[src/rtl/red_serial_sequencer.sv]
// red_serial_sequencer
//   Walks the right-to-left iterative cell network one cell per clock through a
//   single shared external cell: the initial cell (bit 0), then N-1 typical cells,
//   then the final cell (bit N). The sequencer presents the operand bits and the
//   incoming state to the cell, and registers the cell's combinational output.
//
//   Optional feature macro: RED_SEQ_TRACE_EN
//     defined   : x_p carries the per-cell state trace (x_p[i] = output of cell i)
//     undefined : trace register is not built and x_p is tied to zero
//   Z, done and all timing are identical in both builds.
module red_serial_sequencer #(
    parameter int N = 4   // network order, N >= 1
) (
    input  logic         clk,
    input  logic         rst_n,
    input  logic         start,
    input  logic [N:0]   a_p,
    input  logic [N:0]   b_p,
    output logic         busy,
    output logic         done,
    output logic         Z,
    output logic [N-1:0] x_p,
    output logic [1:0]   cell_sel,
    output logic         cell_a,
    output logic         cell_b,
    output logic         cell_x,
    input  logic         cell_px
);

    // idx addresses one of the N+1 operand bits, so clog2(N+1) bits suffice
    localparam int IW = (N + 1 > 1) ? $clog2(N + 1) : 1;

    localparam logic [1:0] SEL_INIT = 2'b00;
    localparam logic [1:0] SEL_TYP  = 2'b01;
    localparam logic [1:0] SEL_FIN  = 2'b10;
    localparam logic [1:0] SEL_NONE = 2'b11;

    typedef enum logic [2:0] {
        S_IDLE,
        S_INIT,
        S_TYP,
        S_FIN,
        S_DONE
    } state_t;

    state_t        state_q, state_d;
    logic [IW-1:0] idx_q,   idx_d;
    logic [N:0]    a_q,     a_d;
    logic [N:0]    b_q,     b_d;
    logic          x_q,     x_d;
    logic          z_q,     z_d;

    logic accept;
    logic last_typ;

    assign accept   = (state_q == S_IDLE) && start;
    assign last_typ = (idx_q == IW'(N - 1));

    // Next-state logic: a start is only honoured in IDLE; DONE always returns to IDLE
    always_comb begin
        state_d = state_q;
        unique case (state_q)
            S_IDLE: begin
                if (start) begin
                    state_d = S_INIT;
                end
            end
            S_INIT: begin
                if (N > 1) begin
                    state_d = S_TYP;
                end else begin
                    state_d = S_FIN;
                end
            end
            S_TYP: begin
                if (last_typ) begin
                    state_d = S_FIN;
                end
            end
            S_FIN: begin
                state_d = S_DONE;
            end
            S_DONE: begin
                state_d = S_IDLE;
            end
            default: begin
                state_d = S_IDLE;
            end
        endcase
    end

    // Operand capture, bit index, running state and final result updates
    always_comb begin
        idx_d = idx_q;
        a_d   = a_q;
        b_d   = b_q;
        x_d   = x_q;
        z_d   = z_q;
        unique case (state_q)
            S_IDLE: begin
                if (start) begin
                    // operands are frozen here; later a_p/b_p changes are ignored
                    a_d   = a_p;
                    b_d   = b_p;
                    idx_d = '0;
                    z_d   = 1'b0;
                end
            end
            S_INIT: begin
                x_d   = cell_px;
                idx_d = IW'(1);
            end
            S_TYP: begin
                x_d = cell_px;
                // idx stops at N-1; FIN uses the fixed top bit, so no wrap is needed
                if (!last_typ) begin
                    idx_d = idx_q + IW'(1);
                end
            end
            S_FIN: begin
                z_d = cell_px;
            end
            default: begin
            end
        endcase
    end

    // Cell interface and handshake outputs, decoded straight from state and registers
    always_comb begin
        cell_sel = SEL_NONE;
        cell_a   = 1'b0;
        cell_b   = 1'b0;
        cell_x   = 1'b0;
        busy     = 1'b0;
        done     = 1'b0;
        unique case (state_q)
            S_INIT: begin
                cell_sel = SEL_INIT;
                cell_a   = a_q[0];
                cell_b   = b_q[0];
                cell_x   = 1'b0;
                busy     = 1'b1;
            end
            S_TYP: begin
                cell_sel = SEL_TYP;
                cell_a   = a_q[idx_q];
                cell_b   = b_q[idx_q];
                cell_x   = x_q;
                busy     = 1'b1;
            end
            S_FIN: begin
                cell_sel = SEL_FIN;
                cell_a   = a_q[N];
                cell_b   = b_q[N];
                cell_x   = x_q;
                busy     = 1'b1;
            end
            S_DONE: begin
                done = 1'b1;
            end
            default: begin
            end
        endcase
    end

    // State and datapath registers; reset aborts any run without a done pulse
    always_ff @(posedge clk or negedge rst_n) begin
        if (!rst_n) begin
            state_q <= S_IDLE;
            idx_q   <= '0;
            a_q     <= '0;
            b_q     <= '0;
            x_q     <= 1'b0;
            z_q     <= 1'b0;
        end else begin
            state_q <= state_d;
            idx_q   <= idx_d;
            a_q     <= a_d;
            b_q     <= b_d;
            x_q     <= x_d;
            z_q     <= z_d;
        end
    end

    assign Z = z_q;

`ifdef RED_SEQ_TRACE_EN
    logic [N-1:0] xp_q, xp_d;

    // Trace register: cleared on accept, records each state-chain cell output
    always_comb begin
        xp_d = xp_q;
        if (accept) begin
            xp_d = '0;
        end else if (state_q == S_INIT) begin
            xp_d[0] = cell_px;
        end else if (state_q == S_TYP) begin
            for (int i = 0; i < N; i++) begin
                if (idx_q == IW'(i)) begin
                    xp_d[i] = cell_px;
                end
            end
        end
    end

    // Trace flop bank
    always_ff @(posedge clk or negedge rst_n) begin
        if (!rst_n) begin
            xp_q <= '0;
        end else begin
            xp_q <= xp_d;
        end
    end

    assign x_p = xp_q;
`else
    assign x_p = '0;
`endif

endmodule
[config.mk]
export PLATFORM = sky130hd
export DESIGN_NAME = red_serial_sequencer
export DESIGN_NICKNAME = d
export VERILOG_FILES = /design/src/rtl/red_serial_sequencer.sv
export SDC_FILE = /design/constraint.sdc
export NUM_CORES = 1
export LEC_CHECK = 0
export BUFFER_PORTS_ARGS = -buffer_cell sky130_fd_sc_hd__buf_2
export CAP_MARGIN = 0
export CORE_MARGIN = 4
export CORE_UTILIZATION = 31
export CTS_CLUSTER_DIAMETER = 50
export DETAILED_ROUTE_END_ITERATION = 8
export GPL_TIMING_DRIVEN = 0
export PLACE_DENSITY_LB_ADDON = 0.12
export SYNTH_ARGS = -nofsm -noshare
export SYNTH_HDL_FRONTEND = slang
export SYNTH_SLANG_ARGS = --single-unit
export TNS_END_PERCENT = 30
[constraint.sdc]
create_clock -name clk -period 4.4 [get_ports clk]
set_clock_uncertainty 0.15 [all_clocks]
set_input_delay 0.22 -clock clk [delete_from_list [all_inputs] [get_ports clk]]
set_output_delay 0.22 -clock clk [all_outputs]
set_load 0.1 [all_outputs]
==> metrics, run 1 <==
buffers added on ports=21; Hold Vio Cnt, Final=0; CTS buffer count=3; Mean Syn Cell Area=around 11 um2; most used cell, CP=buf_2; crit-path max FO=10; most crowded layer after global routing=met2; # fillers=between 200 and 300; relative slew slack=~64%; GPL Wtd Cong=just under 0.7; htree depth=1; worst reg-to-reg path cell count=5; Antenna Nets Post-Route=0; wirelength, routed=~1900 um; CTS Sinks=18; Post-CTS Setup Bufs=0; Slew Viols, Final=0; Die Y=64.1 um; worst-path cell chain=buf_2 > nor4b_1 > nand2_1 > o211ai_1 > buf_2; CP Capture Type=output port; Post-route DRC=0; Hold Path End=a_q[4]$_DFFE_PN0P_; HP Start=a_p[4]; clk_lat worst skew=0.28 ns; post-DP HPWL=about 1500 um; vias in the first global route=roughly 750; total negative slack=0 ns; First-pass DRT Iterations=3; met3 Use GR=under 10%; root buffer cell=clkbuf_4; Slowest-stage cell, CP=buf_2; unrepaired setup endpoints after global routing=no; WS Path Type=register to output port; Period minus WS final=~2.3 ns; CTS max path bufs=2; Synth cell types=28; ANT cells=0; Post-Syn Instances=87; GR met2 Demand/Resource=between 10% and 20%; Hold Path Depth=2; Total GRT Usage=10.4%; NumNets Final=134; die width=around 64 um; Core Region=roughly 3000 um2; Synth Cell Area=around 1000 um2; Via density=roughly 4.4; startpoint types=register; largest net degree at the start of global routing=19; die area=between 4000 and 5000 um2; GRT Residual Overflow=0; I/O pins=26; Setup violations, final=0; sequential-to-total area share from yosys stat=between 40% and 50%; CP Buf/Inv Count=2; Reg clk slew, reported paths=around 0.10 ns; CP top delay family=buffers and inverters; required time worst endpoint=4.03 ns; Initial Util=between 30 and 40%; Yosys warnings=0; outcome=finished, final reports clean; drt wl/cell=between 10 and 15 um; total number of vias=approximately 700; Max-Cap Viols=0; met1 usage=a little over an eighth; initial antenna violation count=0; CP Data Arrival Time=a little under 2 ns; Worst Hold Class=input pin to register; R2R Path End=idx_q[2]$_DFFE_PN0P_; Fmax=about 430 MHz; fraction of layout cells with a size suffix above 1=approximately two fifths; Worst path depth=5; DRC marker count from the first detailed-route iteration=15; Core Rows=20; first-pass GRT wire length=approximately 3300 um; worst-margin pin slew=between 0.5 and 0.6 ns; CTS tree=yes; Layout area overhead=21.9%; worst reg2reg path startpoint=idx_q[0]$_DFFE_PN0P_; Yosys reg bits=18; r2r setup slk=between 2 and 3 ns; final worst-path cycle share=53.0%; CP max stage delay=about 0.46 ns
[cells by family (layout without fill, tap and decap cells)]
| group | Yosys count | in the layout | synth area share, % |
|---|---|---|---|
| XOR/XNOR | 1 | 1 | 0.896 |
| AO/OA/AOI/OAI | 13 | 13 | 8.96 |
| AND/OR/NAND/NOR | 26 | 26 | 15.1 |
| multiplexers | 13 | 13 | 17.3 |
| buffers and inverters | 13 | 39 | 8.71 |
| adder cells (fa/ha/maj) | 2 | 2 | 2.56 |
| other | 1 | 4 | 0.384 |
| flip-flops | 18 | 18 | 46.1 |
[cell type report]
cell class	count	area, um2	share of cell area, %
Multi-Input combinational cell	59	453	38.0
Sequential cell	18	450	37.8
Timing Repair Buffer	23	125	10.5
Buffer	9	70.1	5.88
Tap cell	44	55.1	4.62
Clock buffer	3	22.5	1.89
Inverter	4	15.0	1.26
[placed cells by master (no fill, tap or decap)]
cell and count:
a21o_1 1, a21oi_1 2, a22o_1 3, and2_1 3, buf_2 23, buf_4 5
buf_6 2, clkbuf_4 3, conb_1 4, dfrtp_1 18, dlygate4sd3_1 2, ha_1 2
inv_1 4, mux2_2 11, mux4_2 2, nand2_1 7, nand2b_1 1, nand3_1 1
nor2_1 6, nor2_2 1, nor2b_1 1, nor3_1 2, nor3b_1 1, nor4_1 1
nor4b_1 1, nor4b_4 1, o211ai_1 2, o21ai_0 4, o311ai_0 1, xnor2_1 1
[synthesized netlist by cell type]
| master | number | area share (%) |
|---|---|---|
| nor2b_1 | 1 | 0.64 |
| mux2_2 | 11 | 13 |
| xnor2_1 | 1 | 0.90 |
| ha_1 | 2 | 2.6 |
| o211ai_1 | 2 | 1.5 |
| dfrtp_1 | 18 | 46 |
| a21o_1 | 1 | 0.77 |
| nand2_1 | 7 | 2.7 |
| nor3b_1 | 1 | 0.77 |
| o311ai_0 | 1 | 0.90 |
| nor2_2 | 1 | 0.64 |
| buf_6 | 2 | 2.3 |
| a21oi_1 | 2 | 1.0 |
| nand2b_1 | 1 | 0.64 |
| a22o_1 | 3 | 2.7 |
| nor2_1 | 6 | 2.3 |
| nor4b_4 | 1 | 2.4 |
| buf_2 | 2 | 1.0 |
| nor4b_1 | 1 | 0.90 |
| nor3_1 | 2 | 1.0 |
| nand3_1 | 1 | 0.51 |
| conb_1 | 1 | 0.38 |
| and2_1 | 3 | 1.9 |
| mux4_2 | 2 | 4.6 |
| inv_1 | 4 | 1.5 |
| nor4_1 | 1 | 0.64 |
| buf_4 | 5 | 3.8 |
| o21ai_0 | 4 | 2.0 |
[sequential cells by signal (all words and copies together) (netlist names)]
name,cells
a_q,5
Z,1
b_q,5
state_q,3
idx_q,3
x_q,1
[worst max-delay path by stage]
stage,to,from
2_1_floorplan,done,state_q[0]$_DFFE_PN0P_
3_3_place_gp,cell_b,state_q[2]$_DFFE_PN0P_
3_5_place_dp,cell_a,state_q[2]$_DFFE_PN0P_
4_1_cts,cell_b,state_q[2]$_DFFE_PN0P_
5_1_grt,cell_b,state_q[1]$_DFFE_PN0P_
6_report,cell_b,state_q[2]$_DFFE_PN0P_
[layer usage]
layer	vias up	wire length (um)
met5	-	0
met4	0	12
met3	2	106
met2	16	897
met1	325	882
li1	354	-
[per-stage QoR]
stage               setup WS [ns]  util [%]  instances  area, um2  hold slack, ns
floorplan                    1.31         -         90        988          -0.226
global placement             2.38      37.9        155       1150          0.0190
detailed placement           2.38      37.9        155       1150          0.0232
CTS                          2.03      39.0        159       1180         0.00226
global route                 1.88      39.3        160       1190         0.00982
finish                       2.07      39.3        160       1190         0.00853
[worst reg2reg max path: stages, from the launching register on]
cell	delay, ns
dfrtp_1	0.49
ha_1	0.25
ha_1	0.23
o21ai_0	0.14
o311ai_0	0.21
a22o_1	0.24
[what timing repair did]
action	in CTS	in global routing
hold buffers	1	1
hold endpoints to repair	18	1
gates resized for setup	0	0
Power of run 1 is not shown: default switching activity piles up to over one toggle a cycle in this logic, so the estimate is an artifact.
==> run 2, diff against run 1 <==
--- a/config.mk
+++ b/config.mk
@@ -5,6 +5,7 @@
 export SDC_FILE = /design/constraint.sdc
 export NUM_CORES = 1
 export LEC_CHECK = 0
+export ABC_AREA = 1
 export BUFFER_PORTS_ARGS = -buffer_cell sky130_fd_sc_hd__buf_2
 export CAP_MARGIN = 0
 export CORE_MARGIN = 4
==> constraint.sdc (replaced) <==
create_clock -name clk -period 2.12 [get_ports clk]
set_clock_uncertainty 0.15 [all_clocks]
set_input_delay 0.106 -clock clk [delete_from_list [all_inputs] [get_ports clk]]
set_output_delay 0.106 -clock clk [all_outputs]
set_load 0.1 [all_outputs]
==> metrics, run 2 <==
Max-Cap Viols=0 (unchanged); I/O pins=26 (unchanged); vias in the first global route=827 (+11%); top cells by area, synth=dfrtp_1, nand2_1, inv_1; die width=65.2 um (+1.7%); CP max stage delay=0.42 ns (-0.04 ns); DRC marker count from the first detailed-route iteration=30 (+15); CTS Sinks=18 (unchanged); Layout area overhead=34.0%; root buffer cell=clkbuf_4; met3 wire len=93 um (-12%); Period minus WS final=roughly 1.9 ns; total number of vias=889 (+28%); Slowest-stage cell, CP=buf_2; drt wl/cell=9.93 um (-16%); fraction of layout cells with a size suffix above 1=27.9% (-13 points); htree depth=1 (unchanged); pre-CTS setup slack=0.442 ns (-1.94 ns); WL met2=1010 um (+12%); Die Y=65.2 um (+1.7%); WL met1=1030 um (+16%); first-pass GRT wire length=3670 um (+11%); EDFF count, synth=0 (unchanged); Mean Syn Cell Area=7.69 um2 (-32%); startpoint types=register; Synth cell types=17 (-39%); area leader, netlist=dfrtp_1; final worst setup slack=0.191 ns (-1.88 ns); CTS buffer count=3 (unchanged); Post-CTS Setup Bufs=0 (unchanged); unrepaired setup endpoints after global routing=no; Core Region=3100 um2 (+2.5%); Yosys warnings=0 (unchanged); most frequent cells in the layout=nand2_1, inv_1, buf_2; Synth async-reset ratio=100% (unchanged); Reg clk slew, reported paths=0.11 ns (about the same); ANT cells=0 (unchanged); CP Capture Type=output port; buffers added on ports=21 (unchanged); Post-synth top flop=dfrtp_1; CP Buf/Inv Count=4 (+2); worst-path cell chain=buf_2 > inv_2 > nor2_1 > inv_1 > nor2_1 > buf_2; final worst-path cycle share=roughly nine tenths; largest net degree at the start of global routing=19 (unchanged); First-pass DRT Iterations=4 (+1); Initial Util=32.7% (+0.43 points); synth cell count leaders=nand2_1, inv_1, dfrtp_1; Setup violations, final=0 (unchanged); dominant cell by count in the synthesized netlist=nand2_1; CTS tree=yes; outcome=finished, final reports clean; top sig layer=met4; Hold Vio Cnt, Final=0 (unchanged); Finished Core Util=43.8% (+4.5 points); Yosys reg bits=18 (unchanged); Synth top area share=44.4% (-1.7 points); crit-path max FO=8 (-2); initial antenna violation count=0 (unchanged); die area=4250 um2 (+3.3%); Total GRT Usage=11.2% (+0.78 points); Worst Hold Class=input pin to register; Core Rows=20 (unchanged); Fmax=518 MHz; wirelength, routed=2150 um (+13%); CTS max path bufs=2 (unchanged); Post-Syn Instances=132 (+52%); most common cell after layout, fill and taps aside=nand2_1; clk_lat worst skew=0.29 ns (about the same); CP top delay family=buffers and inverters; CP Data Arrival Time=1.67 ns (-0.29 ns); GPL Wtd Cong=0.741 (+8.8%); Post-route DRC=0 (unchanged); NumNets Final=189 (+41%); GRT Residual Overflow=0 (unchanged); Via density=4.12 (-5.5%); sequential-to-total area share from yosys stat=44.4% (-1.7 points); Slew Viols, Final=0 (unchanged); post-DP HPWL=1630 um (+8.0%); tightest hold margin=0.0731 ns (+0.0646 ns); Antenna Nets Post-Route=0 (unchanged); WS Path Type=register to output port; Synth Cell Area=1010 um2 (+3.8%); Largest regs=a_q (5), b_q (5); required time worst endpoint=1.86 ns (-2.17 ns)
==> run 2: cell type report <==
| cell class | instances | area [um2] |
|---|---|---|
| buffer | 7 | 57.6 |
| clock buffer | 4 | 36.3 |
| fill | 340 | 1740 |
| inverter | 24 | 90.1 |
| multi-input combinational | 86 | 440 |
| sequential | 18 | 450 |
| tap | 44 | 55.1 |
| timing repair buffer | 33 | 230 |
==> run 2: cells by family after synthesis <==
family | after synthesis | share of synthesized area, %
buf+inv | 31 | 14.5
flops | 18 | 44.4
simple gates | 66 | 27.6
compound gates | 14 | 10.6
other cells | 1 | 0.370
fa+ha+maj | 2 | 2.47
==> run 2: what timing repair did <==
action / CTS / global route
hold buffers: 12 / 0
setup endpoints to repair: 0 / 2
endpoints found under the hold margin: 30 / 0
gates resized for setup: 0 / 2
==> run 2: final timing paths <==
kind | from | to | slack (ns) | depth (start not counted)
max | state_q[1]$_DFFE_PN0P_ | cell_x | 0.19 | 6
min | start | a_q[2]$_DFFE_PN0P_ | 0.07 | 4
max reg2reg | idx_q[0]$_DFFE_PN0P_ | idx_q[2]$_DFFE_PN0P_ | 0.60 | 6
min reg2reg | a_q[4]$_DFFE_PN0P_ | a_q[4]$_DFFE_PN0P_ | 0.35 | 2
max in group asynchronous | rst_n | state_q[0]$_DFFE_PN0P_ | 1.41 | 2
min in group asynchronous | rst_n | a_q[0]$_DFFE_PN0P_ | 0.12 | 2
==> run 2: metrics by stage <==
stage                     cells  TNS (ns)  area (um2)
after floorplan             135    -0.217        1040
after CTS                   216         0        1360
final                       216         0        1360
after global routing        216         0        1360
after detailed placement    200         0        1200
after global placement      200         0        1200
==> run 2: worst reg2reg max path, delay by kind of cell (launching register included) <==
family                     cells  cell delay, ns
and+or+nand+nor                4            0.37
DFF                            1            0.47
adders and majority gates      2            0.43
==> run 2: layer usage <==
layer | GRT usage (%) | up-vias
li1 | - | 478
met1 | 15.0 | 393
met2 | 17.1 | 16
met3 | 2.22 | 2
met4 | 5.44 | 0
met5 | 0 | -
Power of run 2 is left out for the same reason.
